`src/rtl/uart_rx_fifo.sv`:
```
// UART receiver (8 data bits, 1 stop bit) feeding a power-of-two byte FIFO.
// Define UART_RX_PARITY_EN to expect an even-parity bit after the data bits.
module uart_rx_fifo #(
  parameter int CLK_HZ = 25000000,
  parameter int BAUD   = 115200,
  parameter int DEPTH  = 16
) (
  input  logic                       sys_clk_i,
  input  logic                       rst_n_i,
  input  logic                       rx_i,
  output logic [7:0]                 data_o,
  output logic                       valid_o,
  input  logic                       ready_i,
  output logic [$clog2(DEPTH):0]     count_o,
  output logic                       overrun_o,
  output logic                       frame_err_o,
  output logic                       parity_err_o,
  input  logic                       clr_i
);

  localparam int DIV = CLK_HZ / BAUD;
  localparam int AW  = $clog2(DEPTH);
  localparam int CW  = AW + 1;
  localparam int TW  = $clog2(DIV + 1);

  localparam logic [TW-1:0] CNT_HALF = TW'(DIV / 2 - 1);
  localparam logic [TW-1:0] CNT_FULL = TW'(DIV - 1);

  localparam logic [2:0] S_IDLE   = 3'd0;
  localparam logic [2:0] S_START  = 3'd1;
  localparam logic [2:0] S_DATA   = 3'd2;
  localparam logic [2:0] S_PARITY = 3'd3;
  localparam logic [2:0] S_STOP   = 3'd4;

  logic          rx_s1_q, rx_s2_q, rx_prev_q;
  logic [1:0]    settle_q;
  logic [2:0]    state_q, state_d;
  logic [TW-1:0] cnt_q, cnt_d;
  logic [2:0]    bit_q, bit_d;
  logic [7:0]    shift_q, shift_d;
  logic          brk_q, brk_d;
  logic          bad_q, bad_d;
  logic          push_q, push_d;
  logic          ferr_set, perr_set;
  logic          fall, tick, rx;

  logic [7:0]    mem [DEPTH];
  logic [AW-1:0] rd_q, rd_d, wr_q, wr_d;
  logic [CW-1:0] count_q, count_d, remain;
  logic [7:0]    data_q, data_d;
  logic          full, do_pop, do_push, ovr_set;
  logic          ovr_q, ferr_q;

  assign rx   = rx_s2_q;
  assign tick = (cnt_q == '0);
  // The synchronizer resets to 1; a line held low through reset release
  // must not look like a start edge, so edges count only once it flushed.
  assign fall = (settle_q == 2'd3) & rx_prev_q & ~rx_s2_q;

  // Two-flop synchronizer plus edge-detect history.
  always_ff @(posedge sys_clk_i or negedge rst_n_i) begin
    if (!rst_n_i) begin
      rx_s1_q   <= 1'b1;
      rx_s2_q   <= 1'b1;
      rx_prev_q <= 1'b1;
      settle_q  <= 2'd0;
    end else begin
      rx_s1_q   <= rx_i;
      rx_s2_q   <= rx_s1_q;
      rx_prev_q <= rx_s2_q;
      if (settle_q != 2'd3) settle_q <= settle_q + 2'd1;
    end
  end

  // Frame decoder: next state, bit timing and byte assembly.
  always_comb begin
    state_d  = state_q;
    cnt_d    = cnt_q;
    bit_d    = bit_q;
    shift_d  = shift_q;
    brk_d    = brk_q;
    bad_d    = bad_q;
    push_d   = 1'b0;
    ferr_set = 1'b0;
    perr_set = 1'b0;
    unique case (state_q)
      S_IDLE: begin
        if (fall) begin
          state_d = S_START;
          cnt_d   = CNT_HALF;
        end
      end
      S_START: begin
        if (!tick) begin
          cnt_d = cnt_q - 1'b1;
        end else if (!rx) begin
          state_d = S_DATA;
          cnt_d   = CNT_FULL;
          bit_d   = 3'd0;
          bad_d   = 1'b0;
        end else begin
          state_d = S_IDLE;
        end
      end
      S_DATA: begin
        if (!tick) begin
          cnt_d = cnt_q - 1'b1;
        end else begin
          shift_d = {rx, shift_q[7:1]};
          cnt_d   = CNT_FULL;
          bit_d   = bit_q + 3'd1;
          if (bit_q == 3'd7) begin
`ifdef UART_RX_PARITY_EN
            state_d = S_PARITY;
`else
            state_d = S_STOP;
`endif
          end
        end
      end
      S_PARITY: begin
`ifdef UART_RX_PARITY_EN
        if (!tick) begin
          cnt_d = cnt_q - 1'b1;
        end else begin
          cnt_d   = CNT_FULL;
          state_d = S_STOP;
          if (rx != ^shift_q) begin
            bad_d    = 1'b1;
            perr_set = 1'b1;
          end
        end
`else
        state_d = S_IDLE;
`endif
      end
      S_STOP: begin
        if (brk_q) begin
          if (rx) begin
            brk_d   = 1'b0;
            state_d = S_IDLE;
          end
        end else if (!tick) begin
          cnt_d = cnt_q - 1'b1;
        end else if (rx) begin
          push_d  = ~bad_q;
          state_d = S_IDLE;
        end else begin
          ferr_set = 1'b1;
          brk_d    = 1'b1;
        end
      end
      default: state_d = S_IDLE;
    endcase
  end

  // Frame decoder state registers.
  always_ff @(posedge sys_clk_i or negedge rst_n_i) begin
    if (!rst_n_i) begin
      state_q <= S_IDLE;
      cnt_q   <= '0;
      bit_q   <= 3'd0;
      shift_q <= 8'h00;
      brk_q   <= 1'b0;
      bad_q   <= 1'b0;
      push_q  <= 1'b0;
    end else begin
      state_q <= state_d;
      cnt_q   <= cnt_d;
      bit_q   <= bit_d;
      shift_q <= shift_d;
      brk_q   <= brk_d;
      bad_q   <= bad_d;
      push_q  <= push_d;
    end
  end

  assign valid_o = (count_q != '0);
  assign full    = (count_q == CW'(DEPTH));
  assign do_pop  = valid_o & ready_i;
  assign do_push = push_q & (~full | do_pop);
  assign ovr_set = push_q & full & ~do_pop;
  assign remain  = count_q - CW'(do_pop);

  // FIFO bookkeeping and the registered head byte.
  always_comb begin
    rd_d    = rd_q + AW'(do_pop);
    wr_d    = wr_q + AW'(do_push);
    count_d = remain + CW'(do_push);
    data_d  = data_q;
    if (count_d != '0) begin
      data_d = (remain == '0) ? shift_q : mem[rd_d];
    end
  end

  // Storage array; contents are qualified by count, so no reset.
  always_ff @(posedge sys_clk_i) begin
    if (do_push) mem[wr_q] <= shift_q;
  end

  // FIFO pointers, occupancy, head byte and sticky flags.
  always_ff @(posedge sys_clk_i or negedge rst_n_i) begin
    if (!rst_n_i) begin
      rd_q    <= '0;
      wr_q    <= '0;
      count_q <= '0;
      data_q  <= 8'h00;
      ovr_q   <= 1'b0;
      ferr_q  <= 1'b0;
    end else begin
      rd_q    <= rd_d;
      wr_q    <= wr_d;
      count_q <= count_d;
      data_q  <= data_d;
      ovr_q   <= (ovr_q & ~clr_i) | ovr_set;
      ferr_q  <= (ferr_q & ~clr_i) | ferr_set;
    end
  end

`ifdef UART_RX_PARITY_EN
  logic perr_q;

  // Sticky parity error.
  always_ff @(posedge sys_clk_i or negedge rst_n_i) begin
    if (!rst_n_i) perr_q <= 1'b0;
    else          perr_q <= (perr_q & ~clr_i) | perr_set;
  end

  assign parity_err_o = perr_q;
`else
  assign parity_err_o = 1'b0;
`endif

  assign data_o      = data_q;
  assign count_o     = count_q;
  assign overrun_o   = ovr_q;
  assign frame_err_o = ferr_q;

endmodule

```
`config.mk`:
```
export PLATFORM = sky130hd
export DESIGN_NAME = uart_rx_fifo
export DESIGN_NICKNAME = d
export VERILOG_FILES = /design/src/rtl/uart_rx_fifo.sv
export SDC_FILE = /design/constraint.sdc
export NUM_CORES = 1
export LEC_CHECK = 0
export CORE_MARGIN = 1
export CORE_UTILIZATION = 61
export DETAILED_ROUTE_END_ITERATION = 12
export PLACE_DENSITY = 0.83
export SYNTH_ARGS = -nofsm -noshare
export SYNTH_HDL_FRONTEND = slang
export SYNTH_SLANG_ARGS = --single-unit
export TNS_END_PERCENT = 20
```
`constraint.sdc`:
```
create_clock -name sys_clk_i -period 3.5 [get_ports sys_clk_i]
set_input_delay 0.525 -clock sys_clk_i [delete_from_list [all_inputs] [get_ports sys_clk_i]]
set_output_delay 0.525 -clock sys_clk_i [all_outputs]
set_load 0.1 [all_outputs]
```
# Word-level counts from Yosys, hierarchy flattened
# Memory sizes are Yosys's and may differ from the RTL's.
# Cells that the tools add are included.
[word_totals]
reg_bits = 52
ramBits = 128
memories = 1
wordCells = 98
[memory_table]
columns = ["name", "words", "word_bits", "read_ports", "rd_clocked_by_memory_dff", "write_ports", "line_no", "rtl"]
rows = [
  ["mem", 16, 8, 1, 0, 1, "47", "logic [7:0] mem [DEPTH];"],
]
[classes]
mux = 32
n_bitwise = 15
add_sub_neg = 7
n_eq_ne = 16
reduce_logical = 11
[op_table]
columns = ["op", "n"]
rows = [
  ["2-to-1 mux 8 bit", 7],
  ["one-hot mux 8 bit (4 select lines)", 1],
  ["2-to-1 mux 3 bit", 10],
  ["inequality test 2 bit, second input constant", 8],
  ["one-hot mux 3 bit (4 select lines)", 1],
  ["2-to-1 mux 1 bit", 11],
  ["AND reduction 5 bit", 2],
  ["nonzero test 5 bit", 2],
  ["adder 4 x 1 -> 4 bit", 2],
  ["AND 1 bit", 8],
  ["logical NOT 8 bit", 1],
  ["subtractor 8 x 1 -> 8 bit, second input constant", 1],
  ["== test 3 bit, second input constant", 2],
  ["inequality test 3 bit, second input constant", 2],
  ["one-hot mux 3 bit (2 select lines)", 1],
  ["adder 5 x 1 -> 5 bit", 1],
  ["== test 5 bit, second input constant", 1],
  ["logical NOT 5 bit", 1],
  ["subtractor 5 x 1 -> 5 bit", 1],
  ["inverter 1 bit", 4],
  ["AND reduction 4 bit", 1],
  ["nonzero test 4 bit", 1],
  ["adder 3 x 1 -> 3 bit, second input constant", 1],
  ["== test 3 x 1 -> 1 bit, second input constant", 1],
  ["8 further kinds", 10],
]

# Logic depth before layout (Yosys ltp)
[logic_depth]
word_depth = 6
depth_mapped = 14

# Worst setup path before layout
# OpenSTA, ideal clock, no wires.
[synth_timing]
path_kind = "register to register"
from = "reg count_q[4] (netlist: count_o[4])"
to = "reg data_q[4] (netlist: data_o[4])"
setup_time_ns = 0.120
stages_incl_launch_ff = 13
setup_slack_ns = -0.031
arrival_ns = 3.411
path_cell_list = "dfrtp_1 buf_2 nor4_4 o21ai_0 ha_1 ha_1 or3_1 a21oi_1 a311oi_1 nor4b_4 buf_6 a311oi_1 a21o_1"
[synth_between]
elab_chain_cells = 6
[synth_lines]
columns = ["item", "line_no", "rtl"]
rows = [
  ["from (decl)", "49", "logic [CW-1:0] count_q, count_d, remain;"],
  ["from (signal assigned)", "213", "count_q <= count_d;"],
  ["parallel branches: the longest is 4 deep, another holds subtractor 5 x 1 -> 5 bit", "-", ""],
  ["adder 5 x 1 -> 5 bit *", "189", "count_d = remain + CW'(do_push);"],
  ["named net count_d[4]", "49", ""],
  ["nonzero test 5 bit *", "191", "if (count_d != '0) begin"],
  ["to (signal assigned)", "214", "data_q <= data_d;"],
  ["to (decl)", "50", "logic [7:0] data_q, data_d;"],
]
# Mark *: on every way through the listed nets, which the timed path passes.
# A chain may end at the register's enable or synchronous reset.

# Worst setup path after layout
[layout_timing]
from = "reg count_q[4] (netlist: count_o[4])"
to = "reg data_q[4] (netlist: data_o[4])"
[layout_rtl]
columns = ["item", "line_no", "rtl"]
rows = [
  ["nonzero test 5 bit", "178", "assign valid_o = (count_q != '0);"],
  ["AND 1 bit", "180", "assign do_pop = valid_o & ready_i;"],
  ["adder 4 x 1 -> 4 bit", "187", "rd_d = rd_q + AW'(do_pop);"],
  ["named net rd_d[1]", "48", "logic [AW-1:0] rd_q, rd_d, wr_q, wr_d;"],
  ["memory read (16 x 8 bit)", "-", ""],
  ["2-to-1 mux 8 bit", "192", "data_d = (remain == '0) ? shift_q : mem[rd_d];"],
]
# The timed path passes the listed nets, and every way through them passes these cells.

==> metrics.md <==
| Metric | Value |
|---|---|
| Run status | finished clean |
| Clock period minus worst slack | 3.29 ns |
| Count of antenna-violating nets left after detailed routing | 0 |
| First-pass iteration count of the detailed router | 5 |
| Largest voltage drop on the vdd net | 0.396 mV |
| Total via count in the routed design | 5657 |
| Flip-flop and latch count after synthesis | 180 |
| Hold violation total from the final report | 0 |
| Width of the die | 116 um |
| Required time at the endpoint of the critical path | 3.82 ns |
| Fraction of layout instances using a drive strength above 1 | 9.88% |
| Post-layout instance area | 8860 um^2 |
| Setup WS post-layout | 0.213 ns |
| Wire length after detailed routing | 18300 um |
| Total Power Consumption | 7170 uW |
| Master of the slowest instance on the critical path | nor2_1 |
| Final Slew Violations | 0 |
| Drt initial violations | 879 |
| Global-route wire length before repair | 28200 um |
| Final critical-path share of the clock period | 93.9% |
| Detailed-placement wirelength estimate | 11200 um |
| Standard cell area after detailed placement | 8300 um^2 |
| Top-Level Pins | 22 |
| Most used DFF post-synth | edfxtp_1 |
| Xor and xnor fraction of the mapped netlist area | 1.01% |
| PwrDens | 809 nW/um^2 |
| Start of the worst register-to-register path | count_o[4]$_DFF_PN0_ |
| Post-synth EDFFs | 128 |
| Largest fanout on the critical path | 16 |
| Crit path buf inv count | 1 |
| Delay of the slowest cell on the worst path | 1.00 ns |
| Count of cell types in the netlist | 52 |
| Relative slew slack | 11.3% |
| Overall routing resource usage | 28.9% |
| Number of placement rows | 41 |
| Worst reg2reg setup slack | 0.21 ns |
| GRT overflow | 0 |
| CP arrival | 3.61 ns |
| Maximum number of pins on one net before global-route repair | 65 |
| Critical setup path kind | reg -> reg |
| Fraction of synthesized cell area taken by the top area cell type | 48.5% |
| Count of mapped cells out of synthesis | 668 |
| Kind of end point of the critical path | flip-flop |
| Worst Setup Start Kind | flip-flop |
| Post-synth design cell area | 7930 um^2 |
| Synthesized-area fraction occupied by ao, oa, aoi and oai cells | 11.8% |
| Placeable Area | 12700 um^2 |
| Leakage power total | 0.00327 uW |
| Gate family responsible for the most delay along the worst path | simple AND/OR/NAND/NOR gates |
| Synthesized area divided by synthesized cell count | 11.9 um^2 |
| Highest Clock Rate | 304 MHz |
| Actual transition at the worst max-transition pin | 1.33 ns |
| Reg clk slew, reported paths | 0.06 ns |
| TritonCTS clock tree | built |
| Number of buffers added to fix hold violations after cts | 0 |
| Final net count | 690 |
| Clock insertion delay at the later pin of the skew report | 0.43 ns |
| Simple-Gate Fraction of Synth Area | 16.0% |
| Final setup skew | 0.00914 ns |
| Mux cell area share after synthesis | 1.14% |
| Antenna violations before repair | 0 |
| Top cells by area in the synthesized netlist | edfxtp_1 48%, dfrtp_1 15%, nand3_1 7.6%, o21ai_0 4.9%, nor2_1 2.1% |
| Path class of the lowest-slack min-delay path | in -> async |
| Cell type with the largest total area after synthesis | edfxtp_1 |
| Seq/Total Area, Yosys | 64.9% |
| Worst setup path start | count_o[4]$_DFF_PN0_ |
| Clock buffer count from CTS | 17 |
| Number of global-route vias before repair | 5313 |
| Detail-routed via count per cell | 6.58 |
| Synthesized-area fraction occupied by adder cells | 1.58% |
| Drt wl/cell | 21.3 um |
| Initial cell density of the core | 62.6% |
| Number of clock sinks seen by CTS | 180 |
| R2r endpoint | data_o[4]$_DFFE_PN0P_ |
| Clock H-tree levels | 4 |
| Proportion of synthesized flip-flops having asynchronous set or reset | 28.9% |
| Count of input and output buffers | 20 |
| Dominant combinational cell family by area after synthesis | simple AND/OR/NAND/NOR gates |
| Clock Tree Buf Depth | 2 |
| Final GP Congestion | 0.870 |
| Cell count of the worst reg-to-reg path | 9 |
| Quantity of gates resized following cts | 0 |
| Max cap viols | 0 |
| Yosys synthesis warning count | 0 |
| Vert. Die Dim | 116 um |
| Diode count | 0 |
| RSZ-0062 raised after global routing | no |
| Post-route DRC | 0 |
| Clock root buffer master | clkbuf_16 |
| Final setup violating endpoints | 0 |
| Cell chain of the critical path | nor4_4, a21oi_1, ha_1, inv_1, nor2_1, nand3_1, nand4_1, a311oi_1, a21o_1 |
| Synth Net Count | 683 |
| Area of the die | 13500 um^2 |
| Placement-stage worst setup slack | -0.0403 ns |
| Number of buffers added for setup after CTS | 0 |
| Area growth from synthesis to final layout | 11.8% |
| Worst hold margin | 0.117 ns |
==> area by class of cell <==
type	count	area (um^2)
fill	845	3810
clock inverter	10	108
sequential	180	5150
multi-input combinational	428	2520
clock buffer	22	454
timing repair buffer	37	370
tap	172	215
inverter	11	41.3
==> cells in the mapped netlist (all sizes together) (2+ instances only) <==
library cell  number
edfxtp           128
nand3            120
o21ai             77
dfrtp             49
nor2              45
clkbuf            29
a31oi             22
nand2             21
buf               20
nand4             16
a21oi             15
nor3              14
a311oi            11
inv               11
a21o              10
ha                10
mux2               8
nand2b             7
nor2b              6
xnor2              5
o22ai              4
or3                4
a211oi             3
and2               3
and3               3
dfstp              3
and4b              2
nand3b             2
o21a               2
o22a               2
o31ai              2
xor2               2
==> layout by cell type, fill, tap and decap left out, types with 6 or more instances in the layout <==
master / instances
nor2b_1: 6
a21o_1: 10
nand4_1: 16
dfrtp_1: 48
inv_1: 10
nand3_1: 120
a311oi_1: 11
a31oi_1: 22
nor2_1: 45
o21ai_0: 77
edfxtp_1: 128
mux2_2: 8
a21oi_1: 14
clkdlybuf4s50_1: 18
buf_4: 14
nand2b_1: 7
clkbuf_16: 17
nand2_1: 21
nor3_1: 13
ha_1: 10
==> worst register-to-register path: cells and delay by family, from the launching register on <==
kind / cells / cell delay, ns
AOI/OAI and AO/OA: 3 / 0.43
DFF: 1 / 0.48
and+or+nand+nor: 4 / 1.83
buffers and inverters: 1 / 0.07
adders and majority gates: 1 / 0.36
==> kinds of logic (layout without fill, tap and decap cells) <==
| group | Yosys count | count (layout) |
|---|---|---|
| AOI/OAI and AO/OA | 155 | 155 |
| xor gates and xnor gates | 7 | 7 |
| adders and majority gates | 10 | 10 |
| buffers and inverters | 60 | 80 |
| DFF | 180 | 180 |
| muxes | 8 | 8 |
| other | 1 | 1 |
| and+or+nand+nor | 247 | 247 |
==> state kept, by name (all words and copies together), names as in the netlist, 2 cells and up <==
register / flops
bit_q: 3
cnt_q: 8
count_o: 5
data_o: 8
mem: 128
rd_q: 4
settle_q: 2
shift_q: 8
state_q: 3
wr_q: 4
==> metal layers <==
| metal | vias up | part of all wire, % | GRT usage [%] | routed length [um] |
|---|---|---|---|---|
| li1 | 2541 | - | - | - |
| met1 | 2725 | 39 | 37.4 | 7130 |
| met2 | 323 | 48 | 45.9 | 8780 |
| met3 | 68 | 8.8 | 5.54 | 1620 |
| met4 | 0 | 4.3 | 16.6 | 790 |
| met5 | - | 0 | 0 | 0 |
==> power breakdown <==
group	switching, uW	internal (uW)	total, uW
combinational	1890	870	2760
sequential	179	2410	2590
clock	755	1060	1820
==> worst max-delay path by stage <==
stage,endpoint,slack [ns],cells past startpoint
2_1_floorplan,data_o[4]$_DFFE_PN0P_,0.02,12
3_3_place_gp,data_o[6]$_DFFE_PN0P_,0.08,14
3_5_place_dp,data_o[7]$_DFFE_PN0P_,-0.04,11
4_1_cts,data_o[4]$_DFFE_PN0P_,0.28,9
5_1_grt,data_o[7]$_DFFE_PN0P_,0.007,9
6_report,data_o[4]$_DFFE_PN0P_,0.21,9
==> stage by stage <==
step	utilization (%)	std cells	TNS, ns
after global placement	65.5	828	0
after floorplan	-	668	0
final	69.9	860	0
after CTS	69.9	860	0
after detailed placement	65.5	828	-0.226
after global routing	69.9	860	0
No activity file was read; power rests on OpenSTA's default activity.
